$ cat config.mk
export PLATFORM = sky130hd
export DESIGN_NAME = cnn_conv1_acc_relu
export DESIGN_NICKNAME = d
export VERILOG_FILES = /design/src/rtl/cnn_conv1_acc_relu.sv
export SDC_FILE = /design/constraint.sdc
export NUM_CORES = 1
export LEC_CHECK = 0
export CAP_MARGIN = 0
export CORE_ASPECT_RATIO = 0.75
export CORE_MARGIN = 5
export CORE_UTILIZATION = 45
export DETAILED_ROUTE_END_ITERATION = 8
export PLACE_DENSITY = 0.67
export SLEW_MARGIN = 25
export SYNTH_ARGS = -nofsm -noshare
export SYNTH_HDL_FRONTEND = slang
export SYNTH_SLANG_ARGS = --single-unit
$ cat constraint.sdc
create_clock -name ap_clk -period 6 [get_ports ap_clk]
set_clock_uncertainty 0.2 [all_clocks]
set_input_delay 1.2 -clock ap_clk [delete_from_list [all_inputs] [get_ports ap_clk]]
set_output_delay 1.2 -clock ap_clk [all_outputs]
set_load 0.02 [all_outputs]
$ cat src/rtl/cnn_conv1_acc_relu.sv
// Purpose: accumulates one conv1 kernel window of signed products, adds bias, rescales, applies ReLU and saturates.
// Latency: the activation is valid in the cycle after the window's last product is accepted.
// Backpressure: input stalls only while a finished activation is held and out_ready is low.
module cnn_conv1_acc_relu #(
    parameter int PROD_WIDTH = 23,
    parameter int ACC_WIDTH  = 32,
    parameter int BIAS_WIDTH = 14,
    parameter int BIAS_SHIFT = 8,
    parameter int FRAC_SHIFT = 8,
    parameter int OUT_WIDTH  = 14,
    parameter int NTAPS      = 25
) (
    input  logic                  ap_clk,
    input  logic                  ap_rst,
    input  logic [PROD_WIDTH-1:0] in_prod,
    input  logic                  in_valid,
    input  logic                  in_last,
    output logic                  in_ready,
    input  logic [BIAS_WIDTH-1:0] bias,
    output logic [OUT_WIDTH-1:0]  out_data,
    output logic                  out_valid,
    input  logic                  out_ready,
    output logic                  err_tap_count
);

    // Tap counter saturates at a value strictly above NTAPS, so an over-long
    // window can never wrap back around and look like a correct one.
    localparam int CNT_W = $clog2(NTAPS + 2);
    localparam logic [CNT_W-1:0] CNT_MAX = {CNT_W{1'b1}};
    localparam logic [CNT_W-1:0] NTAPS_C = CNT_W'(NTAPS);

    // Largest positive activation, both as an accumulator-width compare bound
    // and as the output-width saturation value.
    localparam logic [OUT_WIDTH-1:0] OUT_MAX_O = {1'b0, {(OUT_WIDTH-1){1'b1}}};
    localparam logic signed [ACC_WIDTH-1:0] OUT_MAX_A =
        {{(ACC_WIDTH-OUT_WIDTH){1'b0}}, OUT_MAX_O};

    // Output slot state: ACCUM while the slot is empty/draining, HOLD while a result waits.
    typedef enum logic {
        ST_ACCUM = 1'b0,
        ST_HOLD  = 1'b1
    } state_t;

    state_t state;

    logic signed [ACC_WIDTH-1:0] acc;
    logic [CNT_W-1:0]            cnt;

    logic signed [ACC_WIDTH-1:0] prod_ext;
    logic signed [ACC_WIDTH-1:0] bias_ext;
    logic signed [ACC_WIDTH-1:0] bias_aligned;
    logic signed [ACC_WIDTH-1:0] acc_beat;
    logic signed [ACC_WIDTH-1:0] sum;
    logic signed [ACC_WIDTH-1:0] sh;
    logic [OUT_WIDTH-1:0]        act;
    logic [CNT_W-1:0]            cnt_inc;

    logic accept;
    logic close;
    logic pop;

    // Handshake: a held result that downstream refuses blocks new beats.
    assign in_ready = ~(out_valid & ~out_ready);
    assign accept   = in_valid & in_ready;
    assign close    = accept & in_last;
    assign pop      = out_valid & out_ready;

    // Window arithmetic: accumulate, add aligned bias, rescale, ReLU and saturate.
    always_comb begin
        prod_ext     = {{(ACC_WIDTH-PROD_WIDTH){in_prod[PROD_WIDTH-1]}}, in_prod};
        bias_ext     = {{(ACC_WIDTH-BIAS_WIDTH){bias[BIAS_WIDTH-1]}}, bias};
        bias_aligned = bias_ext <<< BIAS_SHIFT;
        acc_beat     = acc + prod_ext;
        sum          = acc_beat + bias_aligned;
        // Arithmetic shift floors toward -inf, matching the activation scale.
        sh           = sum >>> FRAC_SHIFT;
        act          = '0;
        if (sh < 0) begin
            act = '0;
        end else if (sh > OUT_MAX_A) begin
            act = OUT_MAX_O;
        end else begin
            act = sh[OUT_WIDTH-1:0];
        end
    end

    // Saturating beat count for the window currently being accepted.
    always_comb begin
        cnt_inc = (cnt == CNT_MAX) ? cnt : cnt + CNT_W'(1);
    end

    // Accumulator, tap counter and sticky tap-count error; a close starts a fresh window.
    always_ff @(posedge ap_clk or posedge ap_rst) begin
        if (ap_rst) begin
            acc           <= '0;
            cnt           <= '0;
            err_tap_count <= 1'b0;
        end else if (accept) begin
            if (in_last) begin
                acc <= '0;
                cnt <= '0;
                if (cnt_inc != NTAPS_C) begin
                    err_tap_count <= 1'b1;
                end
            end else begin
                acc <= acc_beat;
                cnt <= cnt_inc;
            end
        end
    end

    // Output slot FSM with registered out_data/out_valid; a close while draining reloads in place.
    always_ff @(posedge ap_clk or posedge ap_rst) begin
        if (ap_rst) begin
            state     <= ST_ACCUM;
            out_valid <= 1'b0;
            out_data  <= '0;
        end else begin
            case (state)
                ST_ACCUM: begin
                    if (close) begin
                        out_data  <= act;
                        out_valid <= 1'b1;
                        state     <= ST_HOLD;
                    end
                end
                ST_HOLD: begin
                    if (close) begin
                        // Only reachable with out_ready high: old result leaves, new one lands.
                        out_data  <= act;
                        out_valid <= 1'b1;
                        state     <= ST_HOLD;
                    end else if (pop) begin
                        out_valid <= 1'b0;
                        state     <= ST_ACCUM;
                    end
                end
                default: begin
                    out_valid <= 1'b0;
                    state     <= ST_ACCUM;
                end
            endcase
        end
    end

endmodule

==> impl_metrics.json <==
{
  "cts_tree": "yes",
  "globalRouteOverflowTotal": 0,
  "avg_synthesized_cell_area_sq_um": 9.01,
  "route.detailed.vias_per_inst": 5.65,
  "number_of_remaining_drc_errors": 0,
  "ant_nets": 0,
  "total_core_area_sq_um": 10400,
  "synth.top_cell.area_share_pct": 28.0,
  "critical_path.most_common_cell": "sky130_fd_sc_hd__buf_4",
  "critical_path_arrival_ns": 5.84,
  "globalplace.congestion": 0.933,
  "worst_pin_slew_ns": 0.712,
  "sequential_cell_area_in_the_final_layout_sq_um": 1350,
  "pwr-share-seq_pct": 12.7,
  "status": "completed",
  "dr.first_iter.drc_count": 322,
  "pre_cts_slack_ns": -0.373,
  "drv_slew": 0,
  "number_of_clock_buffers_inserted_by_tritoncts": 5,
  "multiInputGateArea_sq_um": 3770,
  "fin_crit_sh_pct": 97.3,
  "yosysUniqueCellTypes": 70,
  "timing.hold.worst.class": "register to register",
  "worstPathBufferInverterCount": 6,
  "wl_um": 14000,
  "io_pins": 59,
  "clk_transition_reported_paths_ns": 0.08,
  "internal_power_mw": 2.57,
  "synth_seq_cells": 54,
  "finalWorstSetupSlack_ns": 0.161,
  "critical_path_source_type": "input pin",
  "finalHoldWorstSlack_ns": 0.274,
  "power.leakage_nw": 3.30,
  "synth-edff-count": 0,
  "synth_flop_cell": "sky130_fd_sc_hd__dfrtp_1",
  "timing.critical_path.slowest_cell_delay_ns": 0.46,
  "relSlewSlack_pct": 52.5,
  "fp-row-count": 32,
  "grt_max_degree": 55,
  "power.share.clock_pct": 6.8,
  "yosys-top-cells-area": "sky130_fd_sc_hd__dfrtp_1 28%, sky130_fd_sc_hd__ha_1 15%, sky130_fd_sc_hd__a21oi_1 5.1%",
  "detail_route.wl_per_cell_um": 16.6,
  "die_w_um": 130,
  "grt_antenna_before_repair": 0,
  "finalNetCount": 804,
  "worstSetupEndpointType": "register",
  "number_of_global_route_vias_before_repair": 4678,
  "max_freq_mhz": 171,
  "hold_viol_final": 0,
  "drt_pass1_iterations": 5,
  "clock_sink_count": 54,
  "setup_viol_count_final": 0,
  "cts_max_path_buffers": 2,
  "dr_total_vias": 4753,
  "power.share.combinational_pct": 80.5,
  "cell_type_contributing_the_most_total_cell_area_after_synthesis": "sky130_fd_sc_hd__dfrtp_1",
  "cellPowerDensity_nw_per_um2": 668,
  "chipHeight_um": 99.7,
  "ys_seq_area_share_pct": 28.0,
  "synth_nets": 636,
  "timing.critical_path.fanout_max": 4,
  "async_flop_share_pct": 100,
  "switching_share_pct": 45.4,
  "area_overhead_vs_synth_pct": 45.8,
  "syn-instance-count": 536,
  "first_pass_grt_wire_length_um": 22400,
  "antennaDiodeCount": 0,
  "post-dp-hpwl_um": 10100,
  "cp_top_family": "compound AO/OA/AOI/OAI gates",
  "ir_drop_mv": 0.271,
  "dieArea_sq_um": 12900,
  "drv_cap": 0,
  "timing.reg2reg.setup_slack_ns": 0.79,
  "clock_latency_ns": 0.31,
  "floorplan.initialDensity_pct": 46.5,
  "cp_required_ns": 6.00,
  "root_buffer": "sky130_fd_sc_hd__clkbuf_16",
  "drive_gt1_share_pct": 29.2,
  "synth-warning-count": 0,
  "p_sw_mw": 2.13,
  "synthesis.area_sq_um": 4830,
  "globalRouteTotalUtil_pct": 21.2,
  "cpMaxStageDelayCell": "sky130_fd_sc_hd__a2111oi_4",
  "io_buffer_count": 58,
  "period_minus_slack_ns": 5.84,
  "worstSetupPathType": "input pin to register",
  "htreeDepth": 2,
  "num-fill-cells": 804
}
[layout make-up]
class,count,area share [%]
multi-input cells,444,53.6
repair buffers,178,21.5
flip-flops and latches,54,19.2
clock buffers,5,1.78
clock inverters,3,0.409
inverters,21,1.12
well taps,136,2.42
[logic make-up after synthesis]
family	count (synthesis)	synth area share [%]
AO/OA/AOI/OAI	203	30.9
XOR/XNOR	44	7.98
buffers and inverters	39	3.29
multiplexers	3	0.648
adder cells (fa/ha/maj)	58	15.3
flip-flops	54	28.0
AND/OR/NAND/NOR	135	13.8
[what timing repair did]
item | CTS | global route
cloned | 0 | 1
resized for setup | 19 | 59
pin swaps | 19 | 55
endpoints found under the setup margin | 12 | 13
hold buffers | 0 | 0
setup buffers | 9 | 16
[layer usage]
layer  part of all wire (%)  global-route usage (%)
met1                     49                    31.3
met2                     45                    32.2
met3                    4.8                    3.11
met4                    1.7                    6.23
met5                      0                       0
[sequential cells by signal (all words and copies together) (netlist names)]
register,cells
state,1
out_data,14
acc,32
out_valid,1
cnt,5
err_tap_count,1
[power groups by stage]
stage	clock network (mW)	logic, mW	registers (mW)
after floorplan	0	1.93	0.631
after global placement	0	3.15	0.590
after detailed placement	0	3.21	0.594
after CTS	0.326	3.36	0.589
after global routing	0.338	4.12	0.615
final	0.320	3.78	0.599
[layout by cell type (no fill, tap or decap), types with 3 or more instances in the layout]
cell	instances
sky130_fd_sc_hd__clkdlybuf4s50_1	51
sky130_fd_sc_hd__buf_6	3
sky130_fd_sc_hd__nor2b_1	5
sky130_fd_sc_hd__a21o_1	23
sky130_fd_sc_hd__ha_1	43
sky130_fd_sc_hd__nor2_2	3
sky130_fd_sc_hd__a211oi_2	3
sky130_fd_sc_hd__ha_4	11
sky130_fd_sc_hd__and2_4	3
sky130_fd_sc_hd__o21bai_1	9
sky130_fd_sc_hd__buf_4	117
sky130_fd_sc_hd__nand4_1	6
sky130_fd_sc_hd__a21oi_1	42
sky130_fd_sc_hd__a211oi_1	4
sky130_fd_sc_hd__o21ai_0	20
sky130_fd_sc_hd__a311oi_1	7
sky130_fd_sc_hd__xnor2_1	18
sky130_fd_sc_hd__nand3_1	12
sky130_fd_sc_hd__dfrtp_1	54
sky130_fd_sc_hd__a21oi_2	8
sky130_fd_sc_hd__and2_1	3
sky130_fd_sc_hd__clkbuf_16	5
sky130_fd_sc_hd__nor3_1	5
sky130_fd_sc_hd__nand2b_1	7
sky130_fd_sc_hd__xor2_1	18
sky130_fd_sc_hd__o21ai_1	5
sky130_fd_sc_hd__inv_1	19
sky130_fd_sc_hd__o21a_1	3
sky130_fd_sc_hd__a31oi_1	5
sky130_fd_sc_hd__xnor2_2	5
sky130_fd_sc_hd__nand2_1	30
sky130_fd_sc_hd__and3_1	4
sky130_fd_sc_hd__a22o_1	26
sky130_fd_sc_hd__a31oi_4	3
sky130_fd_sc_hd__a311oi_2	8
sky130_fd_sc_hd__dlymetal6s2s_1	7
sky130_fd_sc_hd__nor2_1	44
[cell usage after synthesis, types with 3 or more instances]
cell type / number
sky130_fd_sc_hd__nand2b_1: 7
sky130_fd_sc_hd__inv_1: 21
sky130_fd_sc_hd__a22o_1: 26
sky130_fd_sc_hd__and3_1: 4
sky130_fd_sc_hd__dfrtp_1: 54
sky130_fd_sc_hd__and2_1: 4
sky130_fd_sc_hd__o21ai_0: 23
sky130_fd_sc_hd__xnor2_1: 23
sky130_fd_sc_hd__o21a_1: 3
sky130_fd_sc_hd__o21bai_1: 9
sky130_fd_sc_hd__a31oi_1: 7
sky130_fd_sc_hd__nor3_1: 5
sky130_fd_sc_hd__o22ai_1: 3
sky130_fd_sc_hd__clkbuf_1: 15
sky130_fd_sc_hd__or3_1: 3
sky130_fd_sc_hd__nand4_1: 6
sky130_fd_sc_hd__nand2_1: 31
sky130_fd_sc_hd__a21o_1: 23
sky130_fd_sc_hd__a21oi_1: 49
sky130_fd_sc_hd__nand3_1: 12
sky130_fd_sc_hd__nor2b_1: 6
sky130_fd_sc_hd__nor2_1: 46
sky130_fd_sc_hd__a311oi_1: 13
sky130_fd_sc_hd__xor2_1: 21
sky130_fd_sc_hd__a211oi_1: 6
sky130_fd_sc_hd__ha_1: 56
[worst reg2reg max path: stages, from the launching register on]
cell	delay, ns
sky130_fd_sc_hd__dfrtp_1	0.40
sky130_fd_sc_hd__ha_2	0.20
sky130_fd_sc_hd__inv_2	0.06
sky130_fd_sc_hd__fa_2	0.21
sky130_fd_sc_hd__nor2b_2	0.05
sky130_fd_sc_hd__o21a_1	0.19
sky130_fd_sc_hd__o21ai_2	0.18
sky130_fd_sc_hd__a31oi_4	0.13
sky130_fd_sc_hd__a2111oi_4	0.46
sky130_fd_sc_hd__nor2_1	0.10
sky130_fd_sc_hd__xor2_1	0.29
sky130_fd_sc_hd__ha_1	0.32
sky130_fd_sc_hd__buf_6	0.14
sky130_fd_sc_hd__nand4_1	0.12
sky130_fd_sc_hd__buf_4	0.14
sky130_fd_sc_hd__o22ai_2	0.07
sky130_fd_sc_hd__a311oi_2	0.42
sky130_fd_sc_hd__buf_4	0.19
sky130_fd_sc_hd__o21ai_4	0.06
sky130_fd_sc_hd__buf_4	0.14
sky130_fd_sc_hd__a21oi_2	0.13
sky130_fd_sc_hd__xor2_1	0.15
sky130_fd_sc_hd__nand3_1	0.13
sky130_fd_sc_hd__nor4_4	0.25
sky130_fd_sc_hd__a21oi_1	0.11
sky130_fd_sc_hd__mux2_4	0.26
[final timing paths]
check | start | endpoint | depth (start not counted)
worst max-delay path | in_prod[0] | out_data[2]$_DFFE_PP0P_ | 26
worst min-delay path | err_tap_count$_DFFE_PP0P_ | err_tap_count$_DFFE_PP0P_ | 1
worst max register to register | acc[0]$_DFFE_PP0P_ | out_data[2]$_DFFE_PP0P_ | 25
worst min register to register | err_tap_count$_DFFE_PP0P_ | err_tap_count$_DFFE_PP0P_ | 1
max in group asynchronous | ap_rst | acc[21]$_DFFE_PP0P_ | 3
min in group asynchronous | ap_rst | err_tap_count$_DFFE_PP0P_ | 3
[through the flow]
step	total power, mW	instances	util, %	setup TNS, ns	area [sq um]
2_1_floorplan	2.56	536	-	0	4830
3_3_place_gp	3.74	810	60.1	-3.47	6240
3_5_place_dp	3.80	810	60.1	-4.61	6240
4_1_cts	4.28	826	63.4	0	6570
5_1_grt	5.07	841	67.9	-0.789	7040
6_report	4.70	841	67.9	0	7040
Note: power is estimated with default switching activity, not from simulation.
